<file path="src/rtl/fetch_pkg.sv">
// Shared types and constants for the instruction fetch stage.
package fetch_pkg;

    localparam int WORD_BYTES     = 4;
    localparam int PC_READ_OFFSET = 8;

    typedef struct packed {
        logic [31:0] pc;
        logic [31:0] instr;
    } fetch_entry_t;

    typedef enum logic [1:0] {
        S_BOOT,
        S_RUN,
        S_FLUSH
    } fetch_state_t;

endpackage

</file>
<file path="src/rtl/fetch_fifo.sv">
// Circular prefetch buffer of {pc, instr} entries with push/pop/flush.
module fetch_fifo
    import fetch_pkg::*;
#(
    parameter int DEPTH = 4
) (
    input  logic                     clk,
    input  logic                     rst_n,
    input  logic                     push_i,
    input  logic                     pop_i,
    input  logic                     flush_i,
    input  logic [31:0]              wpc_i,
    input  logic [31:0]              winstr_i,
    output logic [31:0]              rpc_o,
    output logic [31:0]              rinstr_o,
    output logic [$clog2(DEPTH):0]   count_o,
    output logic                     full_o,
    output logic                     empty_o
);

    localparam int PW = $clog2(DEPTH);

    fetch_entry_t  mem_q [DEPTH];
    logic [PW-1:0] wr_ptr_q, rd_ptr_q;
    logic [PW:0]   count_q;
    logic          do_push, do_pop;

    // Flush voids any same-cycle push or pop.
    assign do_push = push_i & !flush_i;
    assign do_pop  = pop_i & !empty_o & !flush_i;

    assign count_o  = count_q;
    assign full_o   = (count_q == (PW+1)'(DEPTH));
    assign empty_o  = (count_q == '0);
    assign rpc_o    = mem_q[rd_ptr_q].pc;
    assign rinstr_o = mem_q[rd_ptr_q].instr;

    always_ff @(posedge clk or negedge rst_n) begin
        if (!rst_n) begin
            wr_ptr_q <= '0;
            rd_ptr_q <= '0;
            count_q  <= '0;
            for (int i = 0; i < DEPTH; i++) mem_q[i] <= '0;
        end else if (flush_i) begin
            wr_ptr_q <= rd_ptr_q;
            count_q  <= '0;
        end else begin
            if (do_push) begin
                mem_q[wr_ptr_q] <= '{pc: wpc_i, instr: winstr_i};
                wr_ptr_q        <= wr_ptr_q + PW'(1);
            end
            if (do_pop) rd_ptr_q <= rd_ptr_q + PW'(1);
            count_q <= count_q + (PW+1)'(do_push) - (PW+1)'(do_pop);
        end
    end

endmodule

</file>
<file path="src/rtl/fetch_unit.sv">
// ARM instruction fetch stage: credit-limited memory reads into a prefetch queue.
// Define FETCH_BYPASS_EN to forward a response straight to decode when the queue is empty.
module fetch_unit
    import fetch_pkg::*;
#(
    parameter int          DEPTH    = 4,
    parameter logic [31:0] RESET_PC = 32'h0
) (
    input  logic        clk,
    input  logic        reset,
    output logic        imem_req,
    output logic [31:0] imem_addr,
    input  logic        imem_gnt,
    input  logic        imem_rvalid,
    input  logic [31:0] imem_rdata,
    input  logic        redirect,
    input  logic [31:0] redirect_pc,
    output logic        instr_valid,
    input  logic        instr_ready,
    output logic [31:0] instr,
    output logic [31:0] instr_pc,
    output logic [31:0] instr_pcplus8
);

    localparam int CW = $clog2(DEPTH) + 1;

    fetch_state_t  state_q, state_d;
    logic [31:0]   fetch_pc_q, fetch_pc_d, resp_pc_q, resp_pc_d;
    logic [CW-1:0] outstanding_q, outstanding_d, discard_q, discard_d;
    logic [CW-1:0] fifo_count;
    logic [CW:0]   credit_used;
    logic          fifo_full, fifo_empty;
    logic [31:0]   head_pc, head_instr, target_pc;
    logic          issue, resp, accept, byp, push, pop;
    logic          unused_pc_lsbs;

    assign target_pc      = {redirect_pc[31:2], 2'b00};
    assign unused_pc_lsbs = ^redirect_pc[1:0];

    // Queued plus in-flight words never exceed DEPTH, so a response always has room.
    assign credit_used = {1'b0, outstanding_q} + {1'b0, fifo_count};
    assign imem_req    = (state_q != S_BOOT) && !redirect && (credit_used < (CW+1)'(DEPTH));
    assign imem_addr   = fetch_pc_q;

    assign issue  = imem_req & imem_gnt;
    assign resp   = imem_rvalid & (outstanding_q != '0);
    assign accept = resp & (discard_q == '0) & !redirect;

`ifdef FETCH_BYPASS_EN
    assign byp = accept & fifo_empty;
`else
    assign byp = 1'b0;
`endif

    assign push = accept & !(byp & instr_ready);
    assign pop  = !fifo_empty & instr_ready & !redirect;

    assign instr_valid   = byp | !fifo_empty;
    assign instr         = byp ? imem_rdata : head_instr;
    assign instr_pc      = byp ? resp_pc_q  : head_pc;
    assign instr_pcplus8 = instr_pc + 32'(PC_READ_OFFSET);

    fetch_fifo #(.DEPTH(DEPTH)) u_fifo (
        .clk      (clk),
        .rst_n    (reset),
        .push_i   (push),
        .pop_i    (pop),
        .flush_i  (redirect),
        .wpc_i    (resp_pc_q),
        .winstr_i (imem_rdata),
        .rpc_o    (head_pc),
        .rinstr_o (head_instr),
        .count_o  (fifo_count),
        .full_o   (fifo_full),
        .empty_o  (fifo_empty)
    );

    always_comb begin
        outstanding_d = outstanding_q + CW'(issue) - CW'(resp);
        fetch_pc_d    = fetch_pc_q;
        resp_pc_d     = resp_pc_q;
        discard_d     = discard_q;
        if (redirect) begin
            // Everything still in flight after this edge belongs to the old stream.
            fetch_pc_d = target_pc;
            resp_pc_d  = target_pc;
            discard_d  = outstanding_d;
        end else begin
            if (issue) fetch_pc_d = fetch_pc_q + 32'(WORD_BYTES);
            if (resp && (discard_q != '0)) discard_d = discard_q - CW'(1);
            if (accept) resp_pc_d = resp_pc_q + 32'(WORD_BYTES);
        end
    end

    always_comb begin
        state_d = state_q;
        unique case (state_q)
            S_BOOT:  state_d = S_RUN;
            S_RUN:   if (redirect && (outstanding_d != '0)) state_d = S_FLUSH;
            S_FLUSH: if (discard_d == '0) state_d = S_RUN;
            default: state_d = S_BOOT;
        endcase
    end

    always_ff @(posedge clk or negedge reset) begin
        if (!reset) begin
            state_q       <= S_BOOT;
            fetch_pc_q    <= RESET_PC;
            resp_pc_q     <= RESET_PC;
            outstanding_q <= '0;
            discard_q     <= '0;
        end else begin
            state_q       <= state_d;
            fetch_pc_q    <= fetch_pc_d;
            resp_pc_q     <= resp_pc_d;
            outstanding_q <= outstanding_d;
            discard_q     <= discard_d;
        end
    end

    a_no_push_full: assert property (@(posedge clk) disable iff (!reset) !(push && fifo_full));
    a_no_orphan_rvalid: assert property (@(posedge clk) disable iff (!reset)
        imem_rvalid |-> (outstanding_q != '0));

endmodule
</file>
<file path="config.mk">
export PLATFORM = sky130hd
export DESIGN_NAME = fetch_unit
export DESIGN_NICKNAME = d
export VERILOG_FILES = /design/src/rtl/fetch_pkg.sv /design/src/rtl/fetch_fifo.sv /design/src/rtl/fetch_unit.sv
export SDC_FILE = /design/constraint.sdc
export NUM_CORES = 1
export LEC_CHECK = 0
export ABC_CLOCK_PERIOD_IN_PS = 8300
export BUFFER_PORTS_ARGS = -buffer_cell sky130_fd_sc_hd__buf_2
export CAP_MARGIN = 20
export CORE_MARGIN = 8
export CORE_UTILIZATION = 60
export DETAILED_ROUTE_END_ITERATION = 8
export GPL_ROUTABILITY_DRIVEN = 0
export GPL_TIMING_DRIVEN = 0
export PLACE_DENSITY = 0.86
export SYNTH_ARGS = -nofsm -noshare
export SYNTH_HDL_FRONTEND = slang
export SYNTH_SLANG_ARGS = --single-unit
</file>
<file path="constraint.sdc">
create_clock -name clk -period 8.3 [get_ports clk]
set_clock_uncertainty 0.2 [all_clocks]
set_input_delay 1.245 -clock clk [delete_from_list [all_inputs] [get_ports clk]]
set_output_delay 1.245 -clock clk [all_outputs]
set_load 0.005 [all_outputs]
</file>
== Yosys cells after proc, flatten, opt, wreduce, memory -nomap -nowiden ==
Index checks and enable logic that the tools add are counted.

* Flip-flop bits (word level): 335
* Bits in latches: 0
* Bits in writable memories: 0
* Bits in read-only memories: 0
* Input port bits: 70
* Output and inout bits: 130
* Logic and storage cells: 86
* Memories: 0

* $add $sub $neg: 11
* Multipliers: 0
* Divide/modulo/power cells: 0
* $lt $le $gt $ge: 4
* Eq/ne operators: 4
* Shifts and indexed selects: 0
* Mux-type cells: 18
* Bitwise gates (word level): 12
* Reductions and logical operators: 21

{| class="wikitable"
|+ Operators with widths
! kind !! count
|-
| 256-bit bitwise mux || 1
|-
| 64-bit 2-to-1 mux || 3
|-
| 64-bit binary-select mux with 2-bit select || 1
|-
| 64-bit demux with 2-bit select || 1
|-
| 32-bit 2-to-1 mux || 4
|-
| 32-bit by 3-bit adder with 32-bit output, second input constant || 2
|-
| 32-bit by 4-bit adder with 32-bit output, second input constant || 1
|-
| 1-bit bitwise AND || 9
|-
| 3-bit zero test || 3
|-
| 3-bit 2-to-1 mux || 3
|-
| 3-bit nonzero test || 3
|-
| 2-bit 2-to-1 mux || 4
|-
| 2-bit nonzero test || 4
|-
| 3-bit by 1-bit adder with 3-bit output || 2
|-
| 3-bit >= comparator, second input constant || 2
|-
| 2-bit NOT with 3-bit output || 2
|-
| 2-bit one-hot mux with 3 select lines || 1
|-
| 2-bit AND reduction || 3
|-
| 3-bit by 1-bit subtractor with 3-bit output || 2
|-
| 1-bit logical AND || 5
|-
| 2-bit by 1-bit adder with 2-bit output, second input constant || 2
|-
| 3-bit by 3-bit adder with 4-bit output || 1
|-
| 4-bit by 3-bit < comparator with 1-bit output, second input constant || 1
|-
| 2-bit inequality test, second input constant || 2
|-
| other kinds (7) || 8
|}

== Logic depth before layout (Yosys ltp) ==
Gate-level depths: netlist of run 1.

* Depth after elaboration: 10
* Mapped depth: 17
* Gate-level depth less buffers: 14

== Cells and area by module ==
Synthesis of run 1 repeated with hierarchy kept, for this count alone.

* Cell total of the unflattened synthesis: 1153
* Area, all modules: 17154.0 um2

{| class="wikitable"
|+ Modules (own cells, without submodules)
! module !! times used !! cells each !! area each (um2) !! seq. area each (um2)
|-
| fetch_fifo || 1 || 658 || 12723.5 || 6581.3
|-
| fetch_unit || 1 || 495 || 4430.5 || 1701.6
|}

== Least setup slack after synthesis of run 1 ==
No wires, ideal clock.

* Path type: input -> register
* Start: input redirect
* End: register state_q[1]
* Setup time: 0.121 ns
* Data arrival time: 4.086 ns
* Required time: 7.979 ns
* Setup slack: 3.893 ns
* Stages on the path: 16
* Buffers on the path: 3
* Path through: nor4_1 > and4_1 > clkbuf_2 > inv_1 > clkbuf_1 > clkbuf_1 > ha_1 > inv_1 > ha_1 > inv_1 > fa_1 > xor3_1 > or2_2 > o31ai_1 > o2111ai_1 > a22o_1

* Word-level cells in the longest chain between the ends: 10
* Elaborated cells between the ends (all ways): 13
* Classes of those cells: add/sub (2); eq/ne (2); mux (1); bitwise (1); reduce/logical (7)

{| class="wikitable"
|+ Ends and longest elaborated chain
! element !! RTL line !! RTL
|-
| start, declared || fetch_unit.sv:16 || <nowiki>input logic redirect,</nowiki>
|-
| 1-bit zero test (*) || fetch_unit.sv:42 || <nowiki>assign imem_req = (state_q != S_BOOT) && !redirect && (credit_used < (CW+1)'(DEPTH));</nowiki>
|-
| 1-bit logical AND (*) (2 in a row) || fetch_unit.sv:42 ||
|-
| 1-bit bitwise AND (*) || fetch_unit.sv:45 || <nowiki>assign issue = imem_req & imem_gnt;</nowiki>
|-
| 3-bit by 1-bit adder with 3-bit output (*) || fetch_unit.sv:79 || <nowiki>outstanding_d = outstanding_q + CW'(issue) - CW'(resp);</nowiki>
|-
| 3-bit by 1-bit subtractor with 3-bit output (*) || fetch_unit.sv:79 ||
|-
| net outstanding_d[2] || fetch_unit.sv:29 || <nowiki>logic [CW-1:0] outstanding_q, outstanding_d, discard_q, discard_d;</nowiki>
|-
| 3-bit 2-to-1 mux / 3-bit nonzero test (equally long branches) || fetch_unit.sv:83, fetch_unit.sv:99 ||
|-
| 3-bit zero test / 1-bit logical AND (equally long branches) || fetch_unit.sv:100, fetch_unit.sv:99 ||
|-
| 2-bit inequality test (no line) || - ||
|-
| 2-bit AND reduction (no line) (*) || - ||
|-
| end signal, assigned || fetch_unit.sv:113 || <nowiki>state_q <= state_d;</nowiki>
|-
| end, declared || fetch_unit.sv:27 || <nowiki>fetch_state_t state_q, state_d;</nowiki>
|}

Mark *: on every way through the listed nets, which the timed path passes. The rest lies on a longest branch.
A chain may end at the register's enable or synchronous reset.

== Final worst setup path of run 1 ==
* Start: register u_fifo.rd_ptr_q[1]
* End: output instr_pcplus8[31]

* Word-level cells in the longest chain between the ends: 5

{| class="wikitable"
|+ Ends and longest elaborated chain
! element !! RTL line !! RTL
|-
| start, declared || fetch_fifo.sv:24 || <nowiki>logic [PW-1:0] wr_ptr_q, rd_ptr_q;</nowiki>
|-
| start signal, assigned || fetch_fifo.sv:52 || <nowiki>if (do_pop) rd_ptr_q <= rd_ptr_q + PW'(1);</nowiki>
|-
| 2-bit NOT with 3-bit output (implied by the code) || fetch_fifo.sv:35 || <nowiki>assign rpc_o = mem_q[rd_ptr_q].pc;</nowiki>
|-
| 64-bit binary-select mux with 2-bit select || fetch_fifo.sv:35 ||
|-
| 64-bit 2-to-1 mux || - ||
|-
| 64-bit 2-to-1 mux (implied by the code) || fetch_fifo.sv:35 ||
|-
| 32-bit by 4-bit adder with 32-bit output || fetch_unit.sv:61 || <nowiki>assign instr_pcplus8 = instr_pc + 32'(PC_READ_OFFSET);</nowiki>
|-
| end, declared || fetch_unit.sv:22 || <nowiki>output logic [31:0] instr_pcplus8</nowiki>
|}

Every way passes these cells. The select of a mux whose other input is x is not followed.

==> results of run 1 <==
[placed cells by master (no fill, tap or decap), drive strengths merged, types with 12 or more instances in the layout]
| cell type | netlist | routed |
|---|---|---|
| nor4 | 12 | 12 |
| and4 | 12 | 12 |
| mux2 | 262 | 262 |
| buf | 47 | 240 |
| nand2 | 48 | 48 |
| inv | 26 | 27 |
| and2 | 14 | 14 |
| ha | 15 | 15 |
| xnor2 | 40 | 40 |
| dfrtp | 323 | 323 |
| clkbuf | 29 | 80 |
| nor2 | 29 | 29 |
| nor3 | 14 | 14 |
| nand3 | 39 | 39 |
| mux4 | 62 | 62 |
| nand4 | 25 | 25 |
| o21ai | 38 | 38 |
| xor2 | 26 | 26 |
| and3 | 17 | 17 |
[area by class of cell]
class	instances	area share, %
clock inverter	9	0.9648
inverter	27	0.5543
tap	335	2.292
antenna	1	0.01369
sequential	323	44.20
timing repair buffer	193	5.584
clock buffer	51	5.556
multi-input combinational	736	38.68
buffer	76	2.149
[registers in the layout, indices dropped and copies added (netlist names)]
register	cells
discard_q	3
u_fifo.wr_ptr_q	2
resp_pc_q	30
imem_addr	30
outstanding_q	3
state_q	2
u_fifo.rd_ptr_q	2
u_fifo.count_o	3
u_fifo.mem_q	248
[metrics by stage]
stage                     setup slack [ns]  instances
after floorplan                      3.893       1162
after global placement            -0.05325       1688
after detailed placement             3.136       1690
after CTS                            3.198       1750
after global routing                 3.023       1750
final                                3.243       1751
[final timing paths]
kind | end | depth (start not counted) | startpoint
worst max-delay path | instr_pcplus8[31] | 10 | u_fifo.rd_ptr_q[1]$_DFFE_PN0P_
worst min-delay path | state_q[0]$_DFFE_PN0P_ | 1 | state_q[1]$_DFFE_PN0P_
worst max register to register | state_q[1]$_DFFE_PN0P_ | 17 | u_fifo.count_o[1]$_DFF_PN0_
worst min register to register | state_q[0]$_DFFE_PN0P_ | 1 | state_q[1]$_DFFE_PN0P_
max in group asynchronous | u_fifo.mem_q[245]$_DFFE_PN0P_ | 2 | reset
min in group asynchronous | imem_addr[8]$_DFFE_PN0N_ | 1 | reset
[layer usage]
metal | wire length [um] | vias up
li1 | - | 4713
met1 | 16500 | 5521
met2 | 18980 | 417
met3 | 2500 | 82
met4 | 1057 | 0
met5 | 0 | -
[power breakdown]
group / internal, mW / total [mW] / switching, mW
clock network: 1.00 / 1.61 / 0.607
registers: 2.09 / 2.42 / 0.334
logic: 1.14 / 2.09 / 0.959
total: 4.23 / 6.13 / 1.90
[logic make-up after synthesis]
group                    count (synthesis)  synth area share (%)
AO/OA/AOI/OAI                           90                 3.906
multiplexers                           325                 27.90
other                                    1               0.02399
XOR/XNOR                                67                 3.850
flip-flops                             323                 51.71
buffers and inverters                  103                 3.162
AND/OR/NAND/NOR                        231                 7.996
adder cells (fa/ha/maj)                 17                 1.457
==> out/results.tsv, run 1 <==
stage	metric	value	unit
status	outcome	complete, no violations	
synth	synth.yosys.warnings	0	
synth	ys.flop_type	dfrtp_1	
layout	final_util	70.77	%
sta	max_slew_margin	45.22	%
setup_path	crit_chain	buf_2 -> buf_2 -> mux4_2 -> ha_1 -> and4_1 -> clkbuf_1 -> nand3_1 -> nor3_1 -> xor2_1 -> buf_2	
setup_path	crit_arrival	3.61	ns
setup_path	crit_buf_inv	4	
synth	yosysTopAreaCellShare	51.71	%
clock_network	cts_tree	done	
layout	n_fill_cell	1674	
floorplanning	dieArea	0.03147	mm^2
setup_path	critPathRequiredTime	6.86	ns
power_and_ir_drop	p_per_area	335.2	mW/mm^2
clock_network	hold_buffers	0	
synth	netlist_instances	1157	
synth	synth_area	0.01563	mm^2
layout	fin_area	0.01829	mm^2
synth	ys_ff_latch	323	
floorplanning	core-area	0.02584	mm^2
routing	via_per_inst	6.130	
hold_path	min_path_type	reg2reg	
sta	finalSetupViolCount	0	
setup_path	path_max_fanout	10	
layout	post_route_cells_drive_above_1_share	44.17	%
clock_network	cts_max_path_buffers	3	
sta	fin_crit	5.057	ns
floorplanning	start_util	60.50	%
synth	yosys-top-cells-area	dfrtp_1, mux2_2, mux4_2	
floorplanning	die_h	177.4	um
clock_network	clock-sinks	323	
clock_network	cts_setup_buffers	0	
floorplanning	die_w	177.4	um
global_routing	grt_pass1_wl	63380	um
routing	avgRoutedWirePerCell	22.29	um
placed_design	io_buffer_count	191	
synth	synth_top_area_cell	dfrtp_1	
sta	tightest_slew	0.8217	ns
global_routing	grt_pass1_vias	11530	
layout	fin_nets	1478	
global_routing	use_met1	34.50	%
flow_run	max_cap_viol_count	0	
routing	ant_nets	0	
setup_path	reg2reg_slack	3.72	ns
placed_design	dpl_cell_area	0.01709	mm^2
clock_network	clk_latency	0.50	ns
global_routing	use_met2	41.36	%
routing	drc	0	
synth	yosysMostFrequentCell	dfrtp_1	
power_and_ir_drop	finalPower	6.129	mW
sta	final_hold_viol_count	0	
floorplanning	row_count	59	
synth	synth-edff-count	0	
global_routing	grtUsageTotal	25.39	%
power_and_ir_drop	p_leak	8.667	nW
routing	drtIter0Drc	804	
synth	ys_seq_area_share	51.71	%
synth	async_flop_share	100.0	%
clock_network	cts.htree.levels	2	
synth	synthDistinctLibCells	62	
floorplanning	io_pins	200	
global_routing	antenna_found_initial	0	
global_routing	grt-ovfl-total	0	
setup_path	worst-setup-path-type	reg2out	
sta	fin_crit_sh	60.93	%
setup_path	crit_family	buffers and inverters	
sta	slew_viol_final	0	
layout	multi_input_area	0.007073	mm^2
setup_path	startpoint_type	flip-flop	
sta	final.setup.tns	0	ns
global_routing	grt_start_max_net_pins	127	
layout	area_delta_synth_final	16.98	%
clock_network	clk_pin_slew	0.06	ns
layout	seq_area	0.008083	mm^2
routing	first_pass_iters	4	
setup_path	crit_top_cell	buf_2	
routing	wl	39040	um
synth	synth_commonest_cells	dfrtp_1, mux2_2, mux4_2	
clock_network	cts-root-buf	clkbuf_16	
power_and_ir_drop	vdd_drop_max	0.1854	mV
setup_path	slowest_delay	0.52	ns
sta	rsz0062_at_grt	no	
setup_path	slowest_stage	nor3_1	
placed_design	hpwlAfterDp	27240	um
sta	clock.fmax	197.7	MHz
clock_network	ctsResizeCount	0	
sta	holdWs	0.2855	ns
setup_path	endpoint_kind	primary output	
routing	vias	10730	
clock_network	cts_inserted_buffers	34	
synth	avgSynthCellArea	13.51	um^2
global_routing	gr-usage-met3	4.617	%
global_routing	top_usage_layer	met2	
(Power assumes the default switching activity.)
==> run 2: changes to the inputs <==
Settings changed: ABC_CLOCK_PERIOD_IN_PS 8300 to 4600, CORE_UTILIZATION 60 to 53, PLACE_DENSITY 0.86 to 0.81.
Clock period 8.3 ns to 4.6 ns, I/O delays scaled along.
==> out/results.tsv, run 2 (synthesized netlist as in run 1, its figures left out) <==
stage	metric	value	unit
status	outcome	complete, no violations	
flow_run	max_cap_viol_count	0	
global_routing	grt_pass1_vias	11370	
setup_path	rr_worst_depth	17	
layout	area_delta_synth_final	16.47	%
clock_network	clk_latency	0.50	ns
clock_network	cts.htree.levels	2	
setup_path	critPathRequiredTime	4.79	ns
sta	holdWs	0.02451	ns
layout	largest_reg_flops	248	
placed_design	post-place-cells	1745	
sta	clock.fmax	230.4	MHz
layout	fin_nets	1479	
placed_design	io_buffer_count	191	
global_routing	grtUsageTotal	21.66	%
routing	avgRoutedWirePerCell	21.41	um
setup_path	startpoint_type	flip-flop	
sta	slew_viol_final	0	
routing	via_per_inst	5.937	
layout	post_route_cells_drive_above_1_share	44.12	%
routing	vias	10700	
sta	max_slew_margin	45.31	%
clock_network	clock-sinks	323	
global_routing	antenna_found_initial	0	
setup_path	crit_arrival	4.53	ns
clock_network	cts_setup_buffers	0	
sta	fin_crit_sh	94.34	%
sta	tightest_slew	0.8204	ns
placed_design	dp_slack	-0.07997	ns
sta	setup_slack	0.2604	ns
clock_network	hold_buffers	0	
sta	rsz0062_at_grt	no	
clock_network	cts_inserted_buffers	35	
global_routing	grt_pass1_wl	61780	um
clock_network	cts_max_path_buffers	3	
sta	finalSetupViolCount	0	
routing	ant_nets	0	
hold_path	min_path_type	in2async	
global_routing	grt_start_max_net_pins	115	
floorplanning	row_count	63	
floorplanning	start_util	53.31	%
clock_network	ctsResizeCount	0	
setup_path	path_max_fanout	10	
clock_network	clk_pin_slew	0.06	ns
layout	top_register	u_fifo.mem_q	
floorplanning	core-area	0.02932	mm^2
power_and_ir_drop	p_per_area	586.1	mW/mm^2
global_routing	grt-ovfl-total	0	
floorplanning	io_pins	200	
placed_design	dpl_cell_area	0.01716	mm^2
setup_path	reg2reg_slack	0.26	ns
routing	drc	0	
sta	fin_crit	4.340	ns
power_and_ir_drop	p_leak	8.594	nW
layout	layout_common_cells	dfrtp_1, mux2_2, buf_2	
routing	first_pass_iters	5	
layout	final_cells	1803	
clock_network	cts-root-buf	clkbuf_16	
placed_design	hpwlAfterDp	27490	um
routing	wl	38600	um
setup_path	worst-setup-path-type	reg2reg	
floorplanning	die_w	187.7	um
layout	final_common_cell	dfrtp_1	
floorplanning	die_h	187.7	um
floorplanning	dieArea	0.03524	mm^2
clock_network	cts_tree	done	
sta	final_hold_viol_count	0	
layout	fin_area	0.01821	mm^2
setup_path	endpoint_kind	flip-flop	
routing	drtIter0Drc	713	
power_and_ir_drop	vdd_drop_max	0.3439	mV
## run 2: cell types whose count changed in the layout (fill, tap and decap cells not counted), sizes merged
| cell | delta |
|---|---|
| bufinv | -5 |
| clkinv | +2 |
| buf | +1 |
| clkbuf | -1 |
## run 2: power breakdown
part	internal (mW)	switching (mW)	leakage (nW)
Combinational	2.05	1.71	3.87
Clock	1.49	1.07	0.507
Sequential	3.77	0.570	4.22
Total	7.32	3.35	8.59
## run 2: worst paths after layout
path                                            start                       endpoint
setup reg to reg           outstanding_q[1]$_DFF_PN0_         state_q[1]$_DFFE_PN0P_
hold reg to reg                state_q[1]$_DFFE_PN0P_         state_q[0]$_DFFE_PN0P_
max in group asynchronous                       reset  u_fifo.mem_q[252]$_DFFE_PN0P_
setup / recovery           outstanding_q[1]$_DFF_PN0_         state_q[1]$_DFFE_PN0P_
hold / removal                                  reset       imem_addr[6]$_DFFE_PN0N_
min in group clk                      redirect_pc[11]      resp_pc_q[11]$_DFFE_PN0N_
## run 2: worst max-delay path: stages, from the launching register on
cell,delay [ns]
dfrtp_1,0.44
ha_1,0.24
nor4_2,0.30
and4_1,0.25
clkbuf_2,0.21
inv_1,0.09
clkbuf_1,0.23
buf_2,0.27
ha_1,0.29
inv_1,0.06
ha_1,0.13
inv_1,0.05
fa_1,0.36
xor3_1,0.22
or2_2,0.30
o31ai_1,0.10
o2111ai_1,0.22
a22o_1,0.25
## run 2: area by class of cell
class	count	area, um^2
antenna	1	2.502
multi-input combinational	736	7084
timing repair buffer	193	1021
clock inverter	6	36.28
fill	2289	11120
tap	390	488.0
inverter	27	101.3
buffer	76	394.1
clock buffer	51	996.0
sequential	323	8083
## run 2: per-layer routing
metal	global-route usage [%]	vias up	part of all wire (%)
met5	0	-	0
met4	6.182	0	2.5
met3	3.900	71	6.0
met2	35.98	363	48
met1	28.89	5550	43
li1	-	4720	-
## run 2: stage by stage
step	total power, mW	setup TNS [ns]	utilization, %
floorplan	6.732	0	-
global placement	7.964	-1041.11	58.29
detailed placement	8.163	-0.07997	58.52
CTS	10.75	0	62.04
global route	11.28	0	62.08
finish	10.67	0	62.09
==> run 3: changes to the inputs <==
Settings changed: CELL_PAD_IN_SITES_DETAIL_PLACEMENT set to 1, CELL_PAD_IN_SITES_GLOBAL_PLACEMENT set to 1, CORE_UTILIZATION 53 to 43, PLACE_DENSITY 0.81 to 0.8.
==> out/results.tsv, run 3 (synthesized netlist as in run 1, its figures left out) <==
stage	metric	value	unit
status	outcome	complete, no violations	
clock_network	cts_tree	done	
global_routing	grt_pass1_vias	12180	
global_routing	antenna_found_initial	2	
sta	slew_viol_final	0	
clock_network	clk_latency	0.52	ns
sta	rsz0062_at_grt	no	
clock_network	cts_inserted_buffers	38	
routing	vias	10740	
sta	finalSetupViolCount	0	
sta	final_hold_viol_count	0	
floorplanning	core-area	0.03617	mm^2
global_routing	grtUsageTotal	21.41	%
setup_path	crit_buf_inv	4	
setup_path	rr_worst_depth	16	
power_and_ir_drop	p_leak	8.759	nW
clock_network	cts-root-buf	clkbuf_16	
clock_network	clock-sinks	323	
setup_path	slowest_stage	buf_2	
routing	first_pass_iters	4	
sta	clock.fmax	229.7	MHz
layout	post_route_cells_drive_above_1_share	44.87	%
floorplanning	die_w	206.7	um
floorplanning	io_pins	200	
power_and_ir_drop	finalPower	11.55	mW
setup_path	crit_top_cell	buf_2	
layout	final_util	51.55	%
layout	layout_common_cells	dfrtp_1, mux2_2, buf_2	
setup_path	critPathRequiredTime	3.71	ns
clock_network	clk_pin_slew	0.06	ns
routing	via_per_inst	5.679	
setup_path	startpoint_type	flip-flop	
floorplanning	start_util	43.21	%
floorplanning	row_count	70	
layout	largest_reg_flops	248	
layout	fin_nets	1481	
placed_design	hpwlAfterDp	31620	um
routing	wl	44730	um
global_routing	grt_pass1_wl	71130	um
placed_design	io_buffer_count	191	
setup_path	crit_arrival	3.46	ns
sta	fin_crit	4.354	ns
clock_network	cts.htree.levels	2	
flow_run	max_cap_viol_count	0	
routing	ant_nets	0	
clock_network	cts_max_path_buffers	3	
power_and_ir_drop	p_per_area	619.3	mW/mm^2
layout	n_fill_cell	3691	
floorplanning	dieArea	0.04271	mm^2
setup_path	slowest_delay	0.36	ns
layout	multi_input_area	0.007084	mm^2
sta	final.setup.tns	0	ns
routing	drtIter0Drc	498	
layout	final_common_cell	dfrtp_1	
power_and_ir_drop	vdd_drop_max	0.3258	mV
routing	drc	0	
sta	fin_crit_sh	94.66	%
clock_network	hold_buffers	0	
setup_path	path_max_fanout	10	
setup_path	endpoint_kind	primary output	
placed_design	post-place-cells	1823	
floorplanning	die_h	206.7	um
setup_path	worst-setup-path-type	reg2out	
global_routing	grt_start_max_net_pins	113	
layout	top_register	u_fifo.mem_q	
setup_path	crit_cells	10	
global_routing	grt-ovfl-total	0	
routing	avgRoutedWirePerCell	23.65	um
setup_path	crit_family	buffers and inverters	
sta	tightest_slew	0.8823	ns
setup_path	crit_chain	buf_2 -> buf_2 -> mux4_2 -> ha_1 -> and4_1 -> clkbuf_1 -> nand3_1 -> nor3_2 -> xor2_1 -> buf_2	
layout	area_delta_synth_final	19.29	%
sta	max_slew_margin	41.18	%
hold_path	min_path_type	in2async	
layout	seq_area	0.008083	mm^2
layout	final_cells	1891	
## run 3: changes by cell type in the layout (fill, tap and decap cells not counted)
cell / previous run / this run
bufinv_16: 0 / 8
clkbuf_1: 37 / 32
clkbuf_16: 35 / 39
clkinv_2: 4 / 5
clkinv_4: 0 / 1
clkinvlp_4: 1 / 2
## run 3: layer usage
| layer | part of all wire (%) | GRT usage [%] | vias to the layer above |
|---|---|---|---|
| met4 | 2.8 | 6.759 | 2 |
| met1 | 43 | 27.94 | 5676 |
| met3 | 4.6 | 3.230 | 77 |
| met5 | 0.029 | 0 | - |
| met2 | 50 | 36.42 | 253 |
| li1 | - | - | 4731 |
## run 3: worst register-to-register path: stages, from the launching register on
cell and delay [ns]:
dfrtp_1 0.45, ha_1 0.24, nor4_2 0.30, and4_1 0.23, clkbuf_2 0.22, inv_1 0.23, buf_2 0.28, ha_1 0.30
inv_1 0.06, ha_1 0.14, inv_1 0.05, fa_1 0.37, xor3_1 0.23, or2_2 0.30, o31ai_1 0.11, o2111ai_1 0.24
a22o_1 0.26
## run 3: where the power goes
part,switching [mW],internal [mW],leakage (nW)
sequential,0.604,3.77,4.22
clock,1.22,2.10,0.672
combinational,1.80,2.06,3.87
## run 3: layout make-up
class | count | area share [%]
antenna | 1 | 0.01342
buffer | 75 | 2.094
clock buffer | 51 | 5.798
clock inverter | 17 | 1.597
inverter | 27 | 0.5435
multi-input combinational | 736 | 37.99
sequential | 323 | 43.35
tap | 468 | 3.140
timing repair buffer | 193 | 5.475
## run 3: path summary, 6_finish.rpt
check	start	endpoint	slack [ns]
worst max-delay path	u_fifo.rd_ptr_q[1]$_DFFE_PN0P_	instr_pcplus8[31]	0.25
worst min-delay path	reset	imem_addr[4]$_DFFE_PN0N_	0.02
worst max register to register	outstanding_q[1]$_DFF_PN0_	state_q[1]$_DFFE_PN0P_	0.26
worst min register to register	state_q[1]$_DFFE_PN0P_	state_q[0]$_DFFE_PN0P_	0.30
max in group asynchronous	reset	u_fifo.mem_q[131]$_DFFE_PN0P_	3.09
min in group clk	redirect_pc[7]	imem_addr[7]$_DFFE_PN0N_	0.22
## run 3: stage by stage
step	area [um^2]	worst slack, ns	hold slack, ns
2_1_floorplan	15650	0.7478	0.1944
3_3_place_gp	17190	-3.439	0.2484
3_5_place_dp	17260	-0.2829	0.2875
4_1_cts	18640	0.02263	0.05265
5_1_grt	18650	0.03264	0.08554
6_report	18650	0.2456	0.02131
## run 3: timing repair
item                                   CTS  global route
buffers inserted                         0             0
setup endpoints to repair                2             3
endpoints found under the hold margin    0             0
resized for setup                        2             2
pin swaps                                0             0
gates cloned                             0             0
